--- src/rtl/img_pkg.sv ---
// Shared image-path types: 12-bit gray pixel, gray extremes and test-pattern selector.
package img_pkg;
  typedef logic [11:0] gray12_t;

  localparam gray12_t GRAY_MIN = 12'd0;
  localparam gray12_t GRAY_MAX = 12'd4095;

  typedef enum logic [1:0] {PAT_STEP, PAT_RAMP, PAT_CHECK, PAT_SOLID} pat_mode_e;
endpackage

--- src/rtl/pattern_lut.sv ---
// Combinational test-pattern generator: (mode, x, y, level) -> gray pixel.
module pattern_lut
  import img_pkg::*;
#(
  parameter int XW         = 10,
  parameter int YW         = 9,
  parameter int EDGE_X     = 320,
  parameter int CHECK_LOG2 = 5
) (
  input  pat_mode_e         mode,
  input  logic [XW-1:0]     x,
  input  logic [YW-1:0]     y,
  input  gray12_t           level,
  output gray12_t           gray
);
  logic cx, cy;

  // Shift-then-take-LSB keeps the square size legal even if it exceeds the coordinate width.
  assign cx = 1'(x >> CHECK_LOG2);
  assign cy = 1'(y >> CHECK_LOG2);

  always_comb begin
    gray = GRAY_MIN;
    case (mode)
      PAT_STEP:  gray = (32'(x) < EDGE_X) ? GRAY_MIN : GRAY_MAX;
      PAT_RAMP:  gray = 12'({x, 2'b00});
      PAT_CHECK: gray = (cx ^ cy) ? GRAY_MAX : GRAY_MIN;
      default:   gray = level;
    endcase
  end
endmodule

--- src/rtl/gray_stream_src.sv ---
// Synthetic grayscale frame source: raster cadence FSM with H/V blanking and registered pixel outputs.
module gray_stream_src
  import img_pkg::*;
#(
  parameter int IMG_W      = 640,
  parameter int IMG_H      = 480,
  parameter int H_BLANK    = 20,
  parameter int V_BLANK    = 100,
  parameter int EDGE_X     = 320,
  parameter int CHECK_LOG2 = 5,
  localparam int XW        = $clog2(IMG_W),
  localparam int YW        = (IMG_H > 1) ? $clog2(IMG_H) : 1
) (
  input  logic          iCLK,
  input  logic          iRST,
  input  logic          iEN,
  input  logic [1:0]    iMODE,
  input  logic [11:0]   iLEVEL,
  output logic          oDVAL,
  output logic [11:0]   oGRAY,
  output logic [XW-1:0] oX,
  output logic [YW-1:0] oY,
  output logic          oSOF,
  output logic          oEOL,
  output logic          oFRAME_DONE,
  output logic          oBUSY
);
  localparam int BMAX = (H_BLANK > V_BLANK) ? H_BLANK : V_BLANK;
  localparam int BW   = $clog2(BMAX + 1);

  localparam logic [1:0] S_IDLE   = 2'd0;
  localparam logic [1:0] S_ACTIVE = 2'd1;
  localparam logic [1:0] S_HBLANK = 2'd2;
  localparam logic [1:0] S_VBLANK = 2'd3;

  localparam logic [XW-1:0] X_LAST  = XW'(IMG_W - 1);
  localparam logic [YW-1:0] Y_LAST  = YW'(IMG_H - 1);
  localparam logic [BW-1:0] HB_LAST = BW'(H_BLANK - 1);
  localparam logic [BW-1:0] VB_LAST = BW'(V_BLANK - 1);

  logic [1:0]    st, st_n;
  logic [XW-1:0] x, x_n;
  logic [YW-1:0] y, y_n;
  logic [BW-1:0] cnt, cnt_n;
  pat_mode_e     mode_q, mode_n;
  gray12_t       level_q, level_n;
  gray12_t       gray_n;
  logic          dval_n, fd_n;

  always_comb begin
    st_n    = st;
    x_n     = x;
    y_n     = y;
    cnt_n   = cnt;
    mode_n  = mode_q;
    level_n = level_q;
    case (st)
      S_IDLE: begin
        if (iEN) begin
          st_n    = S_ACTIVE;
          x_n     = '0;
          y_n     = '0;
          mode_n  = pat_mode_e'(iMODE);
          level_n = iLEVEL;
        end
      end
      S_ACTIVE: begin
        if (x == X_LAST) begin
          cnt_n = '0;
          st_n  = (y == Y_LAST) ? S_VBLANK : S_HBLANK;
        end else begin
          x_n = x + 1'b1;
        end
      end
      S_HBLANK: begin
        if (cnt == HB_LAST) begin
          st_n = S_ACTIVE;
          x_n  = '0;
          y_n  = y + 1'b1;
        end else begin
          cnt_n = cnt + 1'b1;
        end
      end
      default: begin
        // Back-to-back frames restart straight from the last vblank cycle, no extra gap.
        if (cnt == VB_LAST) begin
          if (iEN) begin
            st_n    = S_ACTIVE;
            x_n     = '0;
            y_n     = '0;
            mode_n  = pat_mode_e'(iMODE);
            level_n = iLEVEL;
          end else begin
            st_n = S_IDLE;
          end
        end else begin
          cnt_n = cnt + 1'b1;
        end
      end
    endcase
  end

  // Outputs are computed from next-state so the first pixel lands on the edge that samples iEN.
  assign dval_n = (st_n == S_ACTIVE);
  assign fd_n   = (st_n == S_VBLANK) && (cnt_n == VB_LAST);

  pattern_lut #(
    .XW(XW), .YW(YW), .EDGE_X(EDGE_X), .CHECK_LOG2(CHECK_LOG2)
  ) u_lut (
    .mode(mode_n), .x(x_n), .y(y_n), .level(level_n), .gray(gray_n)
  );

  always_ff @(posedge iCLK or posedge iRST) begin
    if (iRST) begin
      st          <= S_IDLE;
      x           <= '0;
      y           <= '0;
      cnt         <= '0;
      mode_q      <= PAT_STEP;
      level_q     <= '0;
      oDVAL       <= 1'b0;
      oGRAY       <= '0;
      oX          <= '0;
      oY          <= '0;
      oSOF        <= 1'b0;
      oEOL        <= 1'b0;
      oFRAME_DONE <= 1'b0;
      oBUSY       <= 1'b0;
    end else begin
      st          <= st_n;
      x           <= x_n;
      y           <= y_n;
      cnt         <= cnt_n;
      mode_q      <= mode_n;
      level_q     <= level_n;
      oDVAL       <= dval_n;
      oGRAY       <= dval_n ? gray_n : '0;
      oX          <= dval_n ? x_n : '0;
      oY          <= dval_n ? y_n : '0;
      oSOF        <= dval_n && (x_n == '0) && (y_n == '0);
      oEOL        <= dval_n && (x_n == X_LAST);
      oFRAME_DONE <= fd_n;
      oBUSY       <= (st_n != S_IDLE);
    end
  end
endmodule
--- config.mk ---
export PLATFORM = sky130hd
export DESIGN_NAME = gray_stream_src
export DESIGN_NICKNAME = d
export VERILOG_FILES = /design/src/rtl/img_pkg.sv /design/src/rtl/pattern_lut.sv /design/src/rtl/gray_stream_src.sv
export SDC_FILE = /design/constraint.sdc
export NUM_CORES = 1
export LEC_CHECK = 0
export BUFFER_PORTS_ARGS = -buffer_cell sky130_fd_sc_hd__buf_2
export CORE_ASPECT_RATIO = 0.9
export CORE_MARGIN = 2
export CORE_UTILIZATION = 52
export CTS_CLUSTER_DIAMETER = 40
export DETAILED_ROUTE_END_ITERATION = 12
export PLACE_DENSITY = 0.73
export SYNTH_ARGS = -nofsm -noshare
export SYNTH_HDL_FRONTEND = slang
export SYNTH_SLANG_ARGS = --single-unit
export TNS_END_PERCENT = 50
--- constraint.sdc ---
create_clock -name iCLK -period 3.89 [get_ports iCLK]
set_input_delay 0.389 -clock iCLK [delete_from_list [all_inputs] [get_ports iCLK]]
set_output_delay 0.389 -clock iCLK [all_outputs]
set_load 0.005 [all_outputs]
**Word level (Yosys, flattened, before mapping)**

Index checks and enable logic that the tools add are counted.

- Register bits: 78
- Input bits: 17
- Output and inout bits: 36
- Logic and storage cells: 73

- Add/subtract/negate cells: 3
- Order comparisons: 1
- Equal/unequal tests: 12
- Muxes and demuxes: 32
- Bitwise gates (word level): 1
- Reductions and logical operators: 10

Operators by type and width:

| operator | count |
|---|---|
| 12-bit 2-to-1 mux | 5 |
| 10-bit 2-to-1 mux | 5 |
| 9-bit 2-to-1 mux | 4 |
| 12-bit one-hot mux with 3 select lines | 1 |
| 10-bit one-hot mux with 3 select lines | 1 |
| 9-bit one-hot mux with 3 select lines | 1 |
| 12-bit one-hot mux with 2 select lines | 1 |
| 7-bit 2-to-1 mux | 3 |
| 7-bit one-hot mux with 3 select lines | 1 |
| 10-bit == test, second input constant | 2 |
| 7-bit == test, second input constant | 2 |
| 2-bit 2-to-1 mux | 6 |
| 10-bit by 1-bit adder with 10-bit output, second input constant | 1 |
| 10-bit logical NOT | 1 |
| 10-bit by 9-bit less-than comparator with 1-bit output, second input constant | 1 |
| 9-bit by 1-bit adder with 9-bit output, second input constant | 1 |
| 9-bit == test, second input constant | 1 |
| 9-bit logical NOT | 1 |
| 7-bit by 1-bit adder with 7-bit output, second input constant | 1 |
| 7-bit by 5-bit == test with 1-bit output, second input constant | 1 |
| 2-bit by 1-bit == test with 1-bit output, second input constant | 3 |
| 2-bit == test, second input constant | 3 |
| 2-bit one-hot mux with 3 select lines | 1 |
| 1-bit logical AND | 4 |
| 6 further kinds | 8 |

**Depth between registers and ports, before layout**

Gate-level depths: netlist of the first run.

- Word-level depth: 7
- Mapped depth: 11

**Modules after synthesis**

From an unflattened synthesis of the first run, not the netlist that was laid out.

- Cells, all modules: 388
- Area total of the unflattened synthesis: 3858.7 µm²

Modules (own cells, without submodules):

| module | instances | cells an instance | area each (µm²) | sequential area each (µm²) |
|---|---|---|---|---|
| gray_stream_src | 1 | 346 | 3621.0 | 1951.9 |
| pattern_lut | 1 | 42 | 237.7 | 0.0 |

**Worst setup path before layout of the first run**

OpenSTA, ideal clock, no wires.

- Path kind: reg2reg
- Start: register cnt[0]
- End: register oSOF
- Library setup time: 0.096 ns
- Arrival time: 2.798 ns
- Data required time: 3.794 ns
- Setup slack: 0.996 ns
- Stages on the path, launching flop included: 10
- Path buffers: 1
- Clock period less this slack: 2.894 ns
- Cells stage by stage: dfrtp_1 > ha_1 > or3b_1 > clkbuf_1 > or4_4 > and3_4 > o31ai_4 > nand3_1 > or4_1 > nor4_2

- Word-level cells in the longest chain between the ends: 6

Ends and longest elaborated chain:

| element | RTL line | text |
|---|---|---|
| start: declaration | gray_stream_src.sv:44 | `logic [BW-1:0] cnt, cnt_n;` |
| start signal: assignment | gray_stream_src.sv:133 | `cnt <= cnt_n;` |
| 7-bit == test or 7-bit by 5-bit == test with 1-bit output (tied branches) | gray_stream_src.sv:86, gray_stream_src.sv:76 |  |
| 10-bit 2-to-1 mux (tied with other cells) | gray_stream_src.sv:86 | `if (cnt == VB_LAST) begin` |
| 10-bit one-hot mux with 3 select lines or 2-bit one-hot mux with 3 select lines (tied branches) | gray_stream_src.sv:57 | `case (st)` |
| 10-bit logical NOT or 2-bit by 1-bit == test with 1-bit output (tied branches) | gray_stream_src.sv:140, gray_stream_src.sv:104 |  |
| 1-bit logical AND | gray_stream_src.sv:140 | `oSOF <= dval_n && (x_n == '0) && (y_n == '0);` |
| 1-bit logical AND (*) | gray_stream_src.sv:140 |  |
| end signal: assignment | gray_stream_src.sv:140 |  |
| end: declaration | gray_stream_src.sv:23 | `output logic oSOF,` |

Mark *: on every way between the ends. The rest lies on a longest branch, timed or not.

**Worst setup path in the final report of the first run**

Ends and elaborated chain as after synthesis.

==> results.json, run 1 <==
{
  "netlist_instances": 460,
  "nets": 532,
  "skew_ns": 0.00677,
  "grt_max_degree": 52,
  "grt_pass1_wl_um": 17100,
  "cts.repair.resized": 0,
  "diodes": 0,
  "first_pass_iters": 7,
  "synth_seq_cells": 78,
  "fin_setup_tns_ns": 0,
  "gp_congestion": 0.951,
  "grt_usage": 0.246,
  "vias": 3768,
  "wire_per_inst_um": 17.7,
  "cp.required_ns": 4.16,
  "max-cap-violations": 0,
  "worstSetupPathType": "flip-flop to flip-flop",
  "io_pins": 53,
  "ys_warn_count": 0,
  "final_cell_area_sq_um": 4770,
  "rows": 31,
  "finalSetupViolations": 0,
  "htree_levels": 3,
  "vdd_drop_max_uv": 254,
  "slew_violations": 0,
  "clk_latency_ns": 0.35,
  "fp.dieArea_sq_um": 8840,
  "status": "finished clean",
  "syn_avg_cell_area_sq_um": 9.16,
  "place_area_sq_um": 4580,
  "hold_buffers": 0,
  "min_period_ns": 3.31,
  "drtAntennaViolNets": 0,
  "cts_tree": "built",
  "synthFlopType": "dfrtp_1",
  "cts_num_sinks": 78,
  "place.port_buffers": 52,
  "drtIter0Drc": 307,
  "postCtsSetupBuffers": 0,
  "grt.overflow.total": 0,
  "arrival_ns": 3.58,
  "fp.dieH_um": 89.4,
  "clock_path_buffers": 2,
  "final-hold-violation-count": 0,
  "async_reset_ff_frac": 1.00,
  "drc": 0,
  "static-leakage-power_nw": 2.26,
  "drt-total-wl_um": 10800,
  "initial_core_util": 0.530,
  "grt_antenna_before_repair": 0,
  "syn_nets": 484,
  "drive_gt1_frac": 0.199,
  "rsz0062_at_grt": "false",
  "core_sq_um": 7950,
  "die_w_um": 98.9,
  "seq_area_frac_synth": 0.463,
  "p_per_area_nw_per_um2": 307,
  "hp-class": "primary input to async pin",
  "dp_hpwl_um": 7560,
  "syn2layout_area_growth_pct": 13.2,
  "tightest_slew_ns": 0.762,
  "fmax_mhz": 302,
  "grt_pass1_vias": 3402,
  "synth_edf_count": 0,
  "clockRootBuffer": "clkbuf_8",
  "avgViaCountPerCell": 6.17,
  "min_period_over_period": 0.851,
  "netlist_area_sq_um": 4210,
  "relSlewSlack": 0.491,
  "startpoint_type": "flip-flop",
  "numCtsBuffers": 9,
  "worstPathMaxFanout": 10,
  "synth.distinct_cells": 62,
  "crit_path_end_kind": "flip-flop",
  "clk_pin_slew_ns": 0.08
}
-- cells in the mapped netlist (7+ instances only) --
| cell | count | area (sq um) |
|---|---|---|
| a21oi_1 | 16 | 80.1 |
| a221oi_1 | 11 | 96.3 |
| a31oi_1 | 27 | 169 |
| and2_1 | 9 | 56.3 |
| clkbuf_1 | 25 | 93.8 |
| dfrtp_1 | 78 | 1950 |
| ha_1 | 7 | 87.6 |
| inv_1 | 29 | 109 |
| mux2_2 | 11 | 124 |
| nand2_1 | 43 | 161 |
| nand3_1 | 16 | 80.1 |
| nand4_1 | 8 | 50.1 |
| nor2_1 | 41 | 154 |
| nor3_1 | 18 | 90.1 |
| o21ai_0 | 18 | 90.1 |
-- kinds of logic after synthesis --
| family | count (synthesis) | synth area share |
|---|---|---|
| AND/OR/NAND/NOR | 179 | 0.220 |
| AO/OA/AOI/OAI | 124 | 0.204 |
| flip-flops | 78 | 0.463 |
| buffers and inverters | 56 | 0.0499 |
| multiplexers | 16 | 0.0416 |
| adder cells (fa/ha/maj) | 7 | 0.0208 |
-- final cells by class --
cell class / count / area [sq um]
multi-input combinational: 326 / 2050
timing repair buffer: 63 / 343
fill: 662 / 3190
inverter: 30 / 113
clock buffer: 9 / 124
sequential: 78 / 1950
tap: 99 / 124
clock inverter: 6 / 61.3
-- per-stage QoR --
stage / worst slack [ns] / instances / util / hold slack, ns / power, mW
after floorplan: 0.996 / 460 / - / 0.508 / 0.866
after global placement: 0.785 / 596 / 0.576 / 0.563 / 0.884
after detailed placement: 0.653 / 596 / 0.576 / 0.566 / 0.886
after CTS: 0.631 / 611 / 0.599 / 0.187 / 1.47
after global routing: 0.331 / 611 / 0.599 / 0.229 / 1.51
final: 0.578 / 611 / 0.599 / 0.163 / 1.46
-- sequential cells by signal (all words and copies together), names as in the netlist, 2 cells and up --
signal and cells:
level_q 12, oGRAY 12, oX 10, x 10, oY 9, y 9, cnt 7, mode_q 2
st 2
-- metal layers --
metal / GRT usage / up-vias / part of all wire
met3: 0.0414 / 22 / 0.054
met4: 0.0946 / 0 / 0.019
li1: - / 1784 / -
met2: 0.366 / 137 / 0.45
met1: 0.361 / 1825 / 0.47
met5: 0 / - / 0
-- path summary, 6_finish.rpt --
path / start / endpoint / slack [ns] / cells past startpoint
max in group asynchronous: iRST / y[8]$_DFF_PP0_ / 2.71 / 3
min reg2reg: y[7]$_DFF_PP0_ / y[7]$_DFF_PP0_ / 0.60 / 2
max reg2reg: cnt[0]$_DFF_PP0_ / oSOF$_DFF_PP0_ / 0.58 / 8
min: iRST / oGRAY[2]$_DFF_PP0_ / 0.16 / 2
min in group iCLK: iMODE[0] / oGRAY[0]$_DFF_PP0_ / 0.49 / 4
max: cnt[0]$_DFF_PP0_ / oSOF$_DFF_PP0_ / 0.58 / 8
-- worst max-delay path, stage by stage (launching register included) --
cell and delay [ns]:
dfrtp_1 0.44, ha_1 0.26, or3b_1 0.52, o21ai_1 0.33
a21oi_1 0.29, a221oi_2 0.55, nand3_1 0.15, or4_1 0.44
nor4_2 0.25
-- layout by cell type, fill, tap and decap left out, types with 4 or more instances in the layout --
cell type	Yosys	routed
dfrtp_1	78	78
buf_2	0	52
nand2_1	43	43
nor2_1	41	41
inv_1	29	28
a31oi_1	27	27
nor3_1	18	18
o21ai_0	18	18
nand3_1	16	16
a21oi_1	16	16
mux2_2	11	11
a221oi_1	11	11
buf_4	0	11
and2_1	9	9
clkbuf_8	0	9
nand4_1	8	8
ha_1	7	7
or3_1	6	6
nand2b_1	6	6
or4_1	6	6
a21o_1	6	6
o22ai_1	6	6
o211ai_1	6	6
nor2b_1	4	4
mux2i_1	4	4
o31ai_1	4	4
-- power breakdown --
part,leakage [nW],switching (mW),total [mW],internal [mW]
Combinational,1.13,0.0350,0.0544,0.0194
Sequential,1.03,0.000998,0.815,0.814
Clock,0.0953,0.301,0.592,0.292
Total,2.26,0.337,1.46,1.12
Note: power is estimated with default switching activity, not from simulation.
==> run 2, diff against run 1 <==
==> constraint.sdc (replaced) <==
create_clock -name iCLK -period 3.89 [get_ports iCLK]
set_input_delay 0.1945 -clock iCLK [delete_from_list [all_inputs] [get_ports iCLK]]
set_output_delay 0.1945 -clock iCLK [all_outputs]
set_load 0.005 [all_outputs]
==> results.json, run 2 (synthesis gave the netlist of run 1 again) <==
{
  "rsz0062_at_grt": "false",
  "finalPower_mw": 1.50,
  "min_period_over_period": 0.843,
  "tightest_slew_ns": 0.872,
  "avgViaCountPerCell": 6.20,
  "drtIter0Drc": 339,
  "grt_antenna_before_repair": 0,
  "p_per_area_nw_per_um2": 314,
  "drc": 0,
  "multi_input_area_sq_um": 2050,
  "grt_pass1_wl_um": 17000,
  "syn2layout_area_growth_pct": 13.5,
  "cpPeakStageDelay_ns": 0.52,
  "slowest_stage": "a21oi_1",
  "cts_tree": "built",
  "seq_area_sq_um": 1950,
  "vias": 3781,
  "core_sq_um": 7950,
  "clock_path_buffers": 2,
  "relSlewSlack": 0.418,
  "skew_ns": 0.00965,
  "fp.dieArea_sq_um": 8840,
  "drt-total-wl_um": 10700,
  "seqPwrFrac": 0.542,
  "place.port_buffers": 52,
  "combPwrFrac": 0.036,
  "io_pins": 53,
  "place_area_sq_um": 4570,
  "first_pass_iters": 5,
  "gp_congestion": 0.921,
  "layout_commonest_cell": "dfrtp_1",
  "fin_ws_ns": 0.611,
  "cts_num_sinks": 78,
  "postCtsSetupBuffers": 0,
  "startpoint_type": "flip-flop",
  "whs_ns": 0.0169,
  "crit_path_end_kind": "flip-flop",
  "p_sw_uw": 338,
  "grt_usage": 0.247,
  "clkPwrFrac": 0.422,
  "hold_buffers": 0,
  "final-hold-violation-count": 0,
  "max-cap-violations": 0,
  "die_w_um": 98.9,
  "hp-class": "primary input to async pin",
  "p_int_mw": 1.16,
  "fmax_mhz": 305,
  "wire_per_inst_um": 17.5,
  "nFillCells": 662,
  "numCtsBuffers": 9,
  "final_cell_area_sq_um": 4780,
  "final_cell_mix": "dfrtp_1 (78), buf_2 (52), nand2_1 (43)",
  "path_cells": "ha_1 -> and4b_1 -> and3_1 -> buf_4 -> a21oi_1 -> o22ai_1 -> inv_1 -> o21ai_0 -> a211o_1 -> a41oi_1",
  "initial_core_util": 0.530,
  "dp_hpwl_um": 7550,
  "cts.repair.resized": 0,
  "path_buf_inv": 2,
  "clk_latency_ns": 0.35,
  "rows": 31,
  "grt_pass1_vias": 3407,
  "static-leakage-power_nw": 2.26,
  "cp.required_ns": 4.14,
  "fp.dieH_um": 89.4,
  "pre_cts_ws_ns": 0.663,
  "worstSetupPathType": "flip-flop to flip-flop",
  "min_period_ns": 3.28,
  "nets": 531,
  "fin_setup_tns_ns": 0,
  "drtAntennaViolNets": 0,
  "vdd_drop_max_uv": 214,
  "grt.overflow.total": 0,
  "diodes": 0,
  "cp_top_family": "compound AO/OA/AOI/OAI gates",
  "grt_max_degree": 44,
  "arrival_ns": 3.53,
  "clk_pin_slew_ns": 0.08,
  "drive_gt1_frac": 0.198,
  "top_regs": "level_q: 12 flops, oGRAY: 12 flops",
  "worstPathMaxFanout": 14,
  "status": "finished clean",
  "swShare": 0.225,
  "clockRootBuffer": "clkbuf_8",
  "htree_levels": 3,
  "slew_violations": 0,
  "finalSetupViolations": 0
}
-- run 2: cell count changes in the layout (fill, tap and decap cells not counted), sizes merged --
cell,delta
clkinv,-3
buf,-1
clkbuf,+2
clkinvlp,+1
-- run 2: final cells by class --
cell class / count / area share
timing repair buffer: 62 / 0.0702
multi-input combinational: 326 / 0.429
tap: 99 / 0.0259
clock buffer: 11 / 0.0317
inverter: 30 / 0.0236
clock inverter: 4 / 0.0113
sequential: 78 / 0.408
-- run 2: power by group through the flow --
| stage | Combinational [mW] | Clock, mW | Sequential, mW |
|---|---|---|---|
| 6_report | 0.0540 | 0.633 | 0.815 |
| 5_1_grt | 0.0617 | 0.682 | 0.815 |
| 3_5_place_dp | 0.0553 | 0 | 0.831 |
| 2_1_floorplan | 0.0347 | 0 | 0.831 |
| 3_3_place_gp | 0.0536 | 0 | 0.831 |
| 4_1_cts | 0.0554 | 0.646 | 0.815 |
-- run 2: worst reg2reg max path, cell delays in order, from the launching register on --
cell	delay, ns
dfrtp_1	0.42
ha_1	0.38
and4b_1	0.29
and3_1	0.18
buf_4	0.17
a21oi_1	0.52
o22ai_1	0.27
inv_1	0.16
o21ai_0	0.10
a211o_1	0.45
a41oi_1	0.24
-- run 2: metrics by stage --
step,cells,utilization
after floorplan,460,-
after global placement,595,0.575
after detailed placement,595,0.575
after CTS,610,0.601
after global routing,610,0.601
final,610,0.601
-- run 2: worst paths after layout --
path,slack [ns],start,cells after the start,to
worst max-delay path,0.61,st[0]$_DFF_PP0_,10,oGRAY[5]$_DFF_PP0_
worst min-delay path,0.02,iRST,2,oX[0]$_DFF_PP0_
worst max register to register,0.61,st[0]$_DFF_PP0_,10,oGRAY[5]$_DFF_PP0_
worst min register to register,0.59,cnt[6]$_DFF_PP0_,1,cnt[6]$_DFF_PP0_
max in group asynchronous,2.89,iRST,3,y[3]$_DFF_PP0_
min in group iCLK,0.30,iMODE[0],4,oGRAY[0]$_DFF_PP0_
-- run 2: layer usage --
metal,GRT usage,part of all wire
met1,0.360,0.45
met2,0.377,0.46
met3,0.0547,0.076
met4,0.0635,0.013
met5,0,0
